[src/rtl/addsub_pipe_pkg.sv]
// addsub_pipe_pkg: shared helpers and types for the pipelined add/subtract unit.
//   chunk_width() : width of one pipeline chunk (WIDTH / STAGES)
//   config_ok()   : elaboration-time legality of a WIDTH/STAGES pair
//   stage_ctrl_t  : per-stage control bits that travel with each beat
package addsub_pipe_pkg;

  // Width of the slice handled by each stage; guarded so a bad STAGES
  // value still elaborates far enough to report the configuration error.
  function automatic int unsigned chunk_width(input int unsigned width,
                                              input int unsigned stages);
    return (stages == 0) ? width : width / stages;
  endfunction

  // WIDTH must split into STAGES equal, non-empty chunks.
  function automatic bit config_ok(input int unsigned width,
                                   input int unsigned stages);
    return (stages >= 1) && (width >= stages) && ((width % stages) == 0);
  endfunction

  // Control portion of a stage register: beat valid and the chunk carry-out
  // handed to the next stage.
  typedef struct packed {
    logic valid;
    logic carry;
  } stage_ctrl_t;

endpackage

[src/rtl/addsub_chunk.sv]
// addsub_chunk: combinational CW-bit ripple-carry adder built from one-bit
// dataflow full-adder cells.
//   a, b   : chunk operands (b already inverted for subtraction)
//   cin    : carry into bit 0
//   sum    : chunk result
//   cout   : carry out of the MSB
//   c_msb  : carry into the MSB (used for signed overflow detection)
module addsub_chunk #(
  parameter int unsigned CW = 4
) (
  input  logic [CW-1:0] a,
  input  logic [CW-1:0] b,
  input  logic          cin,
  output logic [CW-1:0] sum,
  output logic          cout,
  output logic          c_msb
);

  logic [CW:0] c;

  assign c[0] = cin;

  // One full-adder cell per bit.
  for (genvar i = 0; i < CW; i++) begin : g_fa
    assign sum[i]  = a[i] ^ b[i] ^ c[i];
    assign c[i+1]  = (a[i] & b[i]) | (c[i] & (a[i] ^ b[i]));
  end

  assign cout  = c[CW];
  assign c_msb = c[CW-1];

endmodule

[src/rtl/addsub_pipe.sv]
// addsub_pipe: pipelined add/subtract unit. A WIDTH-bit operation is split
// into STAGES chunks of CW bits; stage k adds chunk k using the carry
// registered by stage k-1. Operand chunks are skewed forward until their
// stage and finished result chunks are deskewed until the last stage, so a
// beat emerges whole STAGES cycles after acceptance.
//
// Ports:
//   clk_94, reset_94            : clock, asynchronous active-high reset
//   in_valid_94 / in_ready_94   : operand handshake (in_ready_94 is combinational)
//   a_94, b_94, sub_94, cin_94  : operands, 1 = subtract, carry/borrow in
//   out_valid_94 / out_ready_94 : result handshake
//   sum_94, cout_94             : result, carry-out (inverted borrow on subtract)
//   ovf_94                      : signed overflow, only with ADDPIPE_OVERFLOW_EN
//
// Build option: define ADDPIPE_OVERFLOW_EN to add the ovf_94 port and logic.
module addsub_pipe
  import addsub_pipe_pkg::*;
#(
  parameter int unsigned WIDTH  = 16,
  parameter int unsigned STAGES = 4
) (
  input  logic             clk_94,
  input  logic             reset_94,
  input  logic             in_valid_94,
  output logic             in_ready_94,
  input  logic [WIDTH-1:0] a_94,
  input  logic [WIDTH-1:0] b_94,
  input  logic             sub_94,
  input  logic             cin_94,
  output logic             out_valid_94,
  input  logic             out_ready_94,
  output logic [WIDTH-1:0] sum_94,
  output logic             cout_94
`ifdef ADDPIPE_OVERFLOW_EN
  ,
  output logic             ovf_94
`endif
);

  localparam int unsigned CW = chunk_width(WIDTH, STAGES);

  if (!config_ok(WIDTH, STAGES)) begin : g_bad_cfg
    $error("addsub_pipe: WIDTH must be a nonzero multiple of STAGES");
  end

  // Stage registers: [stage][chunk]. Operand slots are live only for chunks
  // beyond the stage, result slots only for chunks up to the stage.
  stage_ctrl_t   ctrl_q [STAGES];
  logic [CW-1:0] opa_q  [STAGES][STAGES];
  logic [CW-1:0] opb_q  [STAGES][STAGES];
  logic [CW-1:0] res_q  [STAGES][STAGES];

  // Next-state values for the stage registers.
  logic          valid_d [STAGES];
  logic [CW-1:0] opa_d   [STAGES][STAGES];
  logic [CW-1:0] opb_d   [STAGES][STAGES];
  logic [CW-1:0] res_d   [STAGES][STAGES];

  // Per-stage adder connections.
  logic [CW-1:0] ca     [STAGES];
  logic [CW-1:0] cb     [STAGES];
  logic [CW-1:0] cs     [STAGES];
  logic          cc_in  [STAGES];
  logic          cc_out [STAGES];

  logic             advance;
  logic [WIDTH-1:0] b_eff;
  logic             cin_eff;

  // One global advance: the whole pipe moves unless a held result blocks it.
  assign advance     = !out_valid_94 || out_ready_94;
  assign in_ready_94 = advance;

  // Subtract is a + ~b + ~cin; fold the inversions in before chunking.
  assign b_eff   = b_94 ^ {WIDTH{sub_94}};
  assign cin_eff = cin_94 ^ sub_94;

`ifdef ADDPIPE_OVERFLOW_EN
  logic c_msb_last;
`endif

  for (genvar k = 0; k < STAGES; k++) begin : g_stage
    // Adder inputs come straight from the ports at stage 0, else from the
    // previous stage's skewed operands and registered carry.
    if (k == 0) begin : g_first
      assign valid_d[k] = in_valid_94;
      assign ca[k]      = a_94[CW-1:0];
      assign cb[k]      = b_eff[CW-1:0];
      assign cc_in[k]   = cin_eff;
    end else begin : g_next
      assign valid_d[k] = ctrl_q[k-1].valid;
      assign ca[k]      = opa_q[k-1][k];
      assign cb[k]      = opb_q[k-1][k];
      assign cc_in[k]   = ctrl_q[k-1].carry;
    end

    if (k == STAGES - 1) begin : g_last_add
`ifdef ADDPIPE_OVERFLOW_EN
      addsub_chunk #(.CW(CW)) u_chunk (
        .a     (ca[k]),
        .b     (cb[k]),
        .cin   (cc_in[k]),
        .sum   (cs[k]),
        .cout  (cc_out[k]),
        .c_msb (c_msb_last)
      );
`else
      logic c_msb_unused;
      addsub_chunk #(.CW(CW)) u_chunk (
        .a     (ca[k]),
        .b     (cb[k]),
        .cin   (cc_in[k]),
        .sum   (cs[k]),
        .cout  (cc_out[k]),
        .c_msb (c_msb_unused)
      );
`endif
    end else begin : g_mid_add
      logic c_msb_unused;
      addsub_chunk #(.CW(CW)) u_chunk (
        .a     (ca[k]),
        .b     (cb[k]),
        .cin   (cc_in[k]),
        .sum   (cs[k]),
        .cout  (cc_out[k]),
        .c_msb (c_msb_unused)
      );
    end

    // Route every chunk slot: carry finished results forward, capture this
    // stage's result, keep pending operands moving until their stage.
    for (genvar j = 0; j < STAGES; j++) begin : g_slot
      if (j < k) begin : g_done
        assign res_d[k][j] = res_q[k-1][j];
        assign opa_d[k][j] = '0;
        assign opb_d[k][j] = '0;
      end else if (j == k) begin : g_calc
        assign res_d[k][j] = cs[k];
        assign opa_d[k][j] = '0;
        assign opb_d[k][j] = '0;
      end else begin : g_wait
        assign res_d[k][j] = '0;
        if (k == 0) begin : g_load
          assign opa_d[k][j] = a_94[j*CW +: CW];
          assign opb_d[k][j] = b_eff[j*CW +: CW];
        end else begin : g_skew
          assign opa_d[k][j] = opa_q[k-1][j];
          assign opb_d[k][j] = opb_q[k-1][j];
        end
      end
    end

    // Output assembly from the last stage's deskewed result chunks.
    assign sum_94[k*CW +: CW] = res_q[STAGES-1][k];
  end

  // Pipeline registers; all hold together while advance is low.
  always_ff @(posedge clk_94 or posedge reset_94) begin
    if (reset_94) begin
      for (int k = 0; k < STAGES; k++) begin
        ctrl_q[k] <= '0;
        for (int j = 0; j < STAGES; j++) begin
          opa_q[k][j] <= '0;
          opb_q[k][j] <= '0;
          res_q[k][j] <= '0;
        end
      end
    end else if (advance) begin
      for (int k = 0; k < STAGES; k++) begin
        ctrl_q[k].valid <= valid_d[k];
        ctrl_q[k].carry <= cc_out[k];
        for (int j = 0; j < STAGES; j++) begin
          opa_q[k][j] <= opa_d[k][j];
          opb_q[k][j] <= opb_d[k][j];
          res_q[k][j] <= res_d[k][j];
        end
      end
    end
  end

  assign out_valid_94 = ctrl_q[STAGES-1].valid;
  assign cout_94      = ctrl_q[STAGES-1].carry;

`ifdef ADDPIPE_OVERFLOW_EN
  logic ovf_q;

  // Signed overflow: carry into the MSB differs from carry out of it.
  always_ff @(posedge clk_94 or posedge reset_94) begin
    if (reset_94) begin
      ovf_q <= 1'b0;
    end else if (advance) begin
      ovf_q <= c_msb_last ^ cc_out[STAGES-1];
    end
  end

  assign ovf_94 = ovf_q;
`endif

endmodule

[config.mk]
export PLATFORM = sky130hd
export DESIGN_NAME = addsub_pipe
export DESIGN_NICKNAME = d
export VERILOG_FILES = /design/src/rtl/addsub_pipe_pkg.sv /design/src/rtl/addsub_chunk.sv /design/src/rtl/addsub_pipe.sv
export SDC_FILE = /design/constraint.sdc
export NUM_CORES = 1
export LEC_CHECK = 0
export ABC_AREA = 1
export CAP_MARGIN = 20
export CELL_PAD_IN_SITES_DETAIL_PLACEMENT = 0
export CELL_PAD_IN_SITES_GLOBAL_PLACEMENT = 1
export CORE_MARGIN = 2
export CORE_UTILIZATION = 42
export DETAILED_ROUTE_END_ITERATION = 8
export PLACE_DENSITY_LB_ADDON = 0.2
export SYNTH_ARGS = -nofsm -noshare
export SYNTH_HDL_FRONTEND = slang
export SYNTH_SLANG_ARGS = --single-unit
export TNS_END_PERCENT = 5
[constraint.sdc]
create_clock -name clk_94 -period 3.2 [get_ports clk_94]
set_clock_uncertainty 0.15 [all_clocks]
set_input_delay 0.32 -clock clk_94 [delete_from_list [all_inputs] [get_ports clk_94]]
set_output_delay 0.32 -clock clk_94 [all_outputs]
set_load 0.05 [all_outputs]
Word level (Yosys, flattened, before mapping)
Index checks and enable logic that the tools add are counted.
Widths: inputs -> output; s select.
- output and inout bits: 19
- input bits: 38
- logic and storage cells: 114
- bits in registers: 96
- bitwise operators: 82
- reduce and logical (&&, ||, !) cells: 2
- operators with widths (kind ; count):
    $xor 1x1->1 ; 33
    $and 1x1->1 ; 32
    $or 1x1->1 ; 16
    $xor 16x16->16 ; 1
    $logic_not 1->1 ; 1
    $logic_or 1x1->1 ; 1

Longest topological paths before layout
Gate-level depths: netlist of run 1.
- depth after elaboration: 10
- gate-level depth with buffers: 11
- gate-level depth less buffers: 9

Hierarchy
Synthesis of run 1 repeated with hierarchy kept, for this count alone.
- cells, all modules: 476
- area total of the unflattened synthesis: 4237.8 µm²
- by module, submodules not included (module ; area an instance (µm²) ; cells an instance ; instances ; seq. area each (µm²)):
    addsub_pipe ; 3797.4 ; 428 ; 1 ; 2402.3
    addsub_chunk ; 110.1 ; 12 ; 4 ; 0.0

Least setup slack after synthesis of run 1
Ideal clock, no wire load.
- path kind: input port to flip-flop
- start point: in sub_94
- end point: reg res_q, in the netlist res_d[47]
- required time: 2.920 ns
- data arrival time: 2.361 ns
- setup time: 0.130 ns
- path slack: 0.559 ns
- stages on the path: 11
- path buffers: 2
- cell sequence: buf_2 > buf_4 > xor2_1 > fa_1 > fa_1 > inv_1 > fa_1 > inv_1 > fa_1 > nand2_1 > o21ai_0
- RTL lines (element ; line ; RTL):
    start, declared ; addsub_pipe.sv:28 ; input logic sub_94,
    end signal, assigned by index ; addsub_pipe.sv:175 ; res_q[k][j] <= res_d[k][j];
    end, declared ; addsub_pipe.sv:51 ; logic [CW-1:0] res_q [STAGES][STAGES];

==> qor.yml, run 1 <==
num_vias: 2838
synth_top_area_share_pct: 57.4
die_area_um2: 10800
drt_wl_total_um: 7350
synth_top_cell_by_area: "dfrtp_1"
r2r_end: "sum_94[15]"
final-hold-violation-count: 0
num_io_pins: 57
syn-instance-count: 450
power_leakage_nw: 2.52
syn2layout_area_growth_pct: 22.3
die_w_um: 104
grtUsageTotal_pct: 15.2
cts_resized: 0
yosysMostFrequentCell: "nand2_1"
async_reset_ff_share_pct: 100
setup_tns_ns: 0
clockBufferDepth: 2
worst_slack_ns: 0.575
dpl_cell_area_um2: 4870
worstSetupPathType: "primary input to flip-flop"
crit_slowest_cell: "clkdlybuf4s50_1"
min_path_type: "primary input to async pin"
portBuffers: 56
final_layout_size_suffix_gt1_share_pct: 5.91
grt_pass1_vias: 2857
drtIter0Drc: 88
cp_cell_sequence: "clkdlybuf4s50_1, xor2_1, fa_1, fa_1, inv_1, fa_1, inv_1, fa_1, nand2_1, o21ai_0"
min_period_ns: 2.63
gp_congestion: 0.737
firstDrtPassIters: 4
irDropWorstVdd_uv: 526
slew_headroom_pct: 52.9
syn_area_um2: 4190
worstPathArrival_ns: 2.72
r2r_setup_slack_ns: 0.83
synth_edf_count: 0
die_y_um: 104
cpMostUsedCell: "fa_1"
h-tree-depth: 3
drc: 0
post-place-ws_ns: 0.190
num_rows: 36
avgSynthCellArea_um2: 9.30
dpl.hpwl_um: 5070
n_antenna_cell: 0
end_kind: "flip-flop"
fin_crit_sh_pct: 82.0
crit_fanout: 4
crit_family: "adder cells"
nNetsFinal: 557
worstMarginPinSlew_ns: 0.706
required_ns: 3.30
ys_seq_elements: 96
design_area_um2: 5120
synth_nets: 504
power.total_mw: 4.82
cts_root_buf: "clkbuf_8"
seq_area_frac_synth_pct: 57.4
initial_utilization_pct: 43.0
critPathLaunchType: "primary input"
antenna_found_initial: 0
postCtsHoldBufs: 0
grt_remaining_overflow: 0
rr_worst_depth: 8
viasPerCell: 4.43
synth_warnings: 0
coreArea_um2: 9730
postCtsSetupRepairBufs: 0
cts_tree: "done"
cts_buffers: 9
setup_viol: 0
yosys-top-cells-area: "dfrtp_1 (57%), nand2_1 (15%), fa_1 (7.7%), o21ai_0 (7.5%), inv_1 (5.6%)"
grt_max_degree: 61
fmax_mhz: 381
slowest_delay_ns: 0.54
grt_pass1_wl_um: 13200
synthFlopType: "dfrtp_1"
ant_nets: 0
status: "finished, final reports clean"
clkTransAtPathRegs_ns: 0.09
cts_num_sinks: 96
r2r_start: "ca[0]"
fillCellCount: 950
path_buf_inv: 3
rsz0062_at_grt: "false"
synth.distinct_cells: 16
maxSlewViolCount: 0
cap_violations: 0
post_drt_wl_per_cell_um: 11.5
insertion_delay_ns: 0.36
synth_common_cells: "nand2_1 (168), dfrtp_1 (96), o21ai_0 (63), inv_1 (62), fa_1 (16)"
power_density_nw_per_um2: 941
==> cell type report <==
| cell class | instances | area [um^2] | share of cell area, % |
|---|---|---|---|
| Clock buffer | 10 | 138 | 2.69 |
| Clock inverter | 6 | 114 | 2.22 |
| Inverter | 63 | 239 | 4.67 |
| Multi-Input combinational cell | 268 | 1400 | 27.3 |
| Sequential cell | 96 | 2400 | 46.9 |
| Tap cell | 133 | 166 | 3.25 |
| Timing Repair Buffer | 65 | 663 | 13.0 |
==> cells by family (layout without fill, tap and decap cells) <==
family                     count (synthesis)  in the layout  synth area share (%)
adders and majority gates                 16             16                  7.65
DFF                                       96             96                  57.4
and+or+nand+nor                          182            182                  16.9
xor gates and xnor gates                   5              5                  1.05
buffers and inverters                     86            144                  9.21
AOI/OAI and AO/OA                         65             65                  7.77
==> per-stage QoR <==
stage	cells	utilization (%)	hold WS, ns
global route	641	52.6	0.331
finish	641	52.6	0.268
CTS	641	52.6	0.300
detailed placement	625	50.0	0.288
floorplan	450	-	0.270
global placement	625	50.0	0.285
==> worst max-delay path by stage <==
stage | startpoint | end | slack [ns] | depth (start not counted)
floorplan | reset_94 | ca[0] | 0.22 | 1
global placement | sub_94 | res_d[47] | 0.25 | 10
detailed placement | sub_94 | res_d[47] | 0.19 | 10
CTS | sub_94 | res_d[47] | 0.59 | 10
global route | sub_94 | res_d[47] | 0.50 | 10
finish | sub_94 | res_d[47] | 0.57 | 10
==> per-layer routing <==
metal | GRT usage, % | up-vias | part of all wire (%)
met4 | 6.08 | 0 | 1.9
met1 | 20.7 | 1319 | 50
met3 | 3.27 | 11 | 3.4
met5 | 0 | - | 0
met2 | 24.0 | 46 | 45
li1 | - | 1462 | -
==> flip-flops by register name, indices dropped and copies added (netlist names) <==
signal	flops
sum_94	16
opb_d	12
opa_d	12
cb	12
ctrl_q	3
cc_in	3
res_d	24
ca	12
out_valid_94	1
cout_94	1
==> power by group <==
group          switching, mW  internal (mW)
registers              0.256           1.75
clock network          0.424          0.543
logic                   1.17          0.674
total                   1.85           2.96
==> cell usage in the layout, fill, tap and decap left out <==
cell type / netlist / final
nand2_1: 168 / 168
dfrtp_1: 96 / 96
o21ai_0: 63 / 63
inv_1: 62 / 61
clkdlybuf4s50_1: 0 / 55
fa_1: 16 / 16
nand3_1: 12 / 12
clkbuf_8: 0 / 10
buf_4: 6 / 7
xor2_1: 4 / 4
bufinv_16: 0 / 3
buf_12: 0 / 3
o21ai_1: 2 / 2
clkinvlp_4: 0 / 2
nand2_2: 1 / 1
inv_2: 1 / 1
nor2_4: 1 / 1
xnor2_1: 1 / 1
inv_4: 0 / 1
inv_6: 0 / 1
Power figures use the tool's default switching activity.
==> run 2: changes to the inputs <==
Settings changed: CORE_UTILIZATION 42 to 38.
Clock period 3.2 ns to 2.35 ns, I/O delays scaled along.
==> qor.yml, run 2 (synthesized netlist as in run 1, its figures left out) <==
n_antenna_cell: 0
min_path_type: "primary input to async pin"
grt_pass1_wl_um: 13000
final_common_cell: "nand2_1"
portBuffers: 56
cts_buffers: 9
viasPerCell: 4.37
grt.met2_usage_pct: 20.9
worstPathArrival_ns: 2.37
ant_nets: 0
power.total_mw: 6.38
slowest_delay_ns: 0.42
mostFrequentLayoutCells: "nand2_1 (168), dfrtp_1 (96), inv_1 (60), o21ai_0 (60), clkdlybuf4s50_1 (53)"
gp_congestion: 0.727
grt_pass1_vias: 2765
required_ns: 2.47
setup_viol: 0
post_drt_wl_per_cell_um: 11.4
antenna_found_initial: 0
die_area_um2: 11900
num_rows: 38
postCtsHoldBufs: 0
fmax_mhz: 443
setup_tns_ns: 0
grt_use_met1_pct: 20.5
grt_remaining_overflow: 0
final_cells: 649
rsz0062_at_grt: "true"
num_io_pins: 57
crit_family: "adder cells"
path_buf_inv: 3
h-tree-depth: 3
met3_usage_pct: 2.51
final-hold-violation-count: 0
power_leakage_nw: 2.50
drc: 0
cts_tree: "done"
slew_headroom_pct: 64.4
cap_violations: 0
largest_register_ffs: 24
clkTransAtPathRegs_ns: 0.10
end_kind: "flip-flop"
grt_max_degree: 95
syn2layout_area_growth_pct: 22.3
status: "finished, final reports clean"
insertion_delay_ns: 0.35
clockBufferDepth: 2
design_area_um2: 5120
irDropWorstVdd_uv: 906
num_vias: 2838
final_layout_size_suffix_gt1_share_pct: 7.47
maxSlewViolCount: 0
dpl_cell_area_um2: 4880
firstDrtPassIters: 4
cp_cell_sequence: "fa_2, inv_1, fa_1, inv_1, fa_1, inv_1, fa_1, o21ai_1"
fillCellCount: 1041
critPathLaunchType: "flip-flop"
die_y_um: 109
initial_utilization_pct: 38.8
min_period_ns: 2.26
top_usage_layer: "met2"
worstSetupPathType: "flip-flop to flip-flop"
cts_num_sinks: 96
nNetsFinal: 558
power_density_nw_per_um2: 1250
dpl.hpwl_um: 4890
crit_slowest_cell: "dfrtp_1"
drt_wl_total_um: 7430
coreArea_um2: 10800
grtUsageTotal_pct: 13.9
die_w_um: 109
fin_crit_sh_pct: 96.1
drtIter0Drc: 124
cts_root_buf: "clkbuf_8"
worstMarginPinSlew_ns: 0.533
dp.cells: 630
crit_fanout: 2
==> run 2: cell type report <==
class | instances | area [um^2] | share of cell area (%)
Sequential cell | 96 | 2400 | 46.9
Clock inverter | 6 | 67.6 | 1.32
Inverter | 63 | 240 | 4.69
Timing Repair Buffer | 66 | 684 | 13.4
Tap cell | 140 | 175 | 3.42
Multi-Input combinational cell | 268 | 1420 | 27.8
Clock buffer | 10 | 128 | 2.49
==> run 2: timing repair <==
| item | in CTS | in global routing |
|---|---|---|
| endpoints found under the hold margin | 0 | 0 |
| pin swaps | 2 | 4 |
| endpoints found under the setup margin | 3 | 4 |
| gates resized for setup | 9 | 5 |
| setup buffers | 1 | 2 |
==> run 2: worst paths after layout <==
path / from / to / slack (ns) / cells after the start
worst max-delay path: ca[8] / res_d[27] / 0.09 / 8
worst min-delay path: reset_94 / ctrl_q[5] / 0.03 / 2
worst max register to register: ca[8] / res_d[27] / 0.09 / 8
worst min register to register: ctrl_q[3] / out_valid_94 / 0.30 / 2
max in group asynchronous: reset_94 / opa_d[36] / 1.41 / 3
min in group clk_94: a_94[12] / opa_d[32] / 0.26 / 3
==> run 2: power by group <==
part           internal [mW]  switching (mW)  leakage, nW  total [mW]
registers               2.38           0.350         1.16        2.73
logic                  0.956            1.63         1.25        2.58
clock network          0.497           0.574       0.0929        1.07
total                   3.83            2.55         2.50        6.38
==> run 2: through the flow <==
stage	worst slack [ns]	utilization [%]	hold WS, ns
floorplan	-0.206	-	0.202
global placement	-0.517	45.2	0.283
detailed placement	-0.553	45.2	0.286
CTS	0.00687	47.2	0.0317
global route	-0.0150	47.4	0.0430
finish	0.0927	47.4	0.0310
==> run 2: metal layers <==
metal	vias up	share of wire [%]
met5	-	0
met4	0	0.82
met3	6	3.3
met1	1327	52
met2	41	44
li1	1464	-
==> run 2: worst register-to-register path, delay by kind of cell, from the launching register on <==
family / cells / cell delay, ns
compound gates: 1 / 0.13
fa+ha+maj: 4 / 1.29
buf+inv: 3 / 0.20
flops: 1 / 0.42
==> run 3: changes to the inputs <==
Settings changed: SETUP_SLACK_MARGIN set to 0.4.
==> qor.yml, run 3 (synthesized netlist as in run 1, its figures left out) <==
status: "finished, final reports clean"
cpMostUsedCell: "fa_2"
seq_area_um2: 2400
coreArea_um2: 10800
gp_congestion: 0.727
firstDrtPassIters: 4
n_antenna_cell: 0
insertion_delay_ns: 0.35
fmax_mhz: 449
cts_root_buf: "clkbuf_8"
die_y_um: 109
cts_buffers: 9
final_cells: 649
end_kind: "flip-flop"
grtUsageTotal_pct: 13.9
slowest_delay_ns: 0.52
power_leakage_nw: 2.50
worstMarginPinSlew_ns: 0.534
fin_crit_sh_pct: 94.8
die_area_um2: 11900
h-tree-depth: 3
slew_headroom_pct: 64.3
grt_max_degree: 95
crit_slowest_cell: "fa_1"
worstPathArrival_ns: 2.36
final_common_cell: "nand2_1"
cts_tree: "done"
utilization_pct: 47.4
fillCellCount: 1042
drtIter0Drc: 129
rsz0062_at_grt: "true"
syn2layout_area_growth_pct: 22.3
postCtsHoldBufs: 0
final_layout_size_suffix_gt1_share_pct: 9.23
largest_register_ffs: 24
irDropWorstVdd_uv: 908
portBuffers: 56
critPathLaunchType: "primary input"
setup_viol: 0
grt_pass1_wl_um: 13000
design_area_um2: 5120
r2r_end: "res_d[27]"
viasPerCell: 4.38
die_w_um: 109
mostFrequentLayoutCells: "nand2_1 (168), dfrtp_1 (96), o21ai_0 (59), inv_1 (55), clkdlybuf4s50_1 (51)"
clkTransAtPathRegs_ns: 0.09
grt_pass1_vias: 2783
drt_wl_total_um: 7400
worstSetupPathType: "primary input to flip-flop"
power_density_nw_per_um2: 1250
whs_ns: 0.0312
num_vias: 2841
initial_utilization_pct: 38.8
min_period_ns: 2.23
ant_nets: 0
dpl.hpwl_um: 4890
final-hold-violation-count: 0
r2r_start: "ca[8]"
min_path_type: "primary input to async pin"
worst_slack_ns: 0.122
num_io_pins: 57
rr_worst_depth: 8
drc: 0
clockBufferDepth: 2
power.total_mw: 6.40
antenna_found_initial: 0
crit_fanout: 1
grt_remaining_overflow: 0
cts_num_sinks: 96
post_drt_wl_per_cell_um: 11.4
dpl_cell_area_um2: 4880
r2r_setup_slack_ns: 0.13
setup_tns_ns: 0
cap_violations: 0
post-place-ws_ns: -0.553
required_ns: 2.48
maxSlewViolCount: 0
nNetsFinal: 558
cp_cell_sequence: "clkdlybuf4s15_2, xor2_2, fa_2, fa_2, inv_2, fa_2, inv_2, fa_1, nand2_1, o21ai_1"
multi_input_area_um2: 1430
dp.cells: 630
num_rows: 38
[run 3: worst max-delay path: cells and delay by family]
family                   cells  cell delay, ns
XOR/XNOR                     1            0.18
AO/OA/AOI/OAI                1            0.08
adder cells (fa/ha/maj)      4            1.50
buffers and inverters        3            0.31
AND/OR/NAND/NOR              1            0.05
[run 3: what timing repair did]
item                       4_1_cts  5_1_grt
setup endpoints to repair       11       20
resized for setup               28        1
gates cloned                     0        0
pin swaps                       12        2
setup buffers                    2        1
hold endpoints to repair         0        0
[run 3: cell type report]
class	count	share of cell area, %
flip-flops and latches	96	46.9
multi-input cells	268	27.8
repair buffers	66	13.3
inverters	63	4.69
well taps	140	3.42
clock buffers	10	2.49
clock inverters	6	1.32
[run 3: power breakdown]
part | total (mW) | switching, mW | internal [mW] | leakage, nW
Clock | 1.07 | 0.570 | 0.497 | 0.0929
Sequential | 2.73 | 0.353 | 2.38 | 1.16
Combinational | 2.60 | 1.63 | 0.967 | 1.24
Total | 6.40 | 2.56 | 3.84 | 2.50
[run 3: per-layer routing]
metal / GRT usage [%] / vias up / routed length [um]
met2: 20.9 / 43 / 3310
met3: 2.51 / 6 / 252
met4: 4.40 / 0 / 62
met5: 0 / - / 0
li1: - / 1464 / -
met1: 20.5 / 1328 / 3780
[run 3: worst max path at each step]
| stage | slack [ns] | end | cells after the start | start |
|---|---|---|---|---|
| after floorplan | -0.21 | res_d[47] | 11 | sub_94 |
| after global placement | -0.52 | res_d[47] | 11 | sub_94 |
| after detailed placement | -0.55 | res_d[47] | 11 | sub_94 |
| after CTS | 0.12 | res_d[27] | 8 | ca[8] |
| after global routing | 0.03 | sum_94[15] | 8 | ca[0] |
| final | 0.12 | res_d[47] | 10 | b_94[0] |
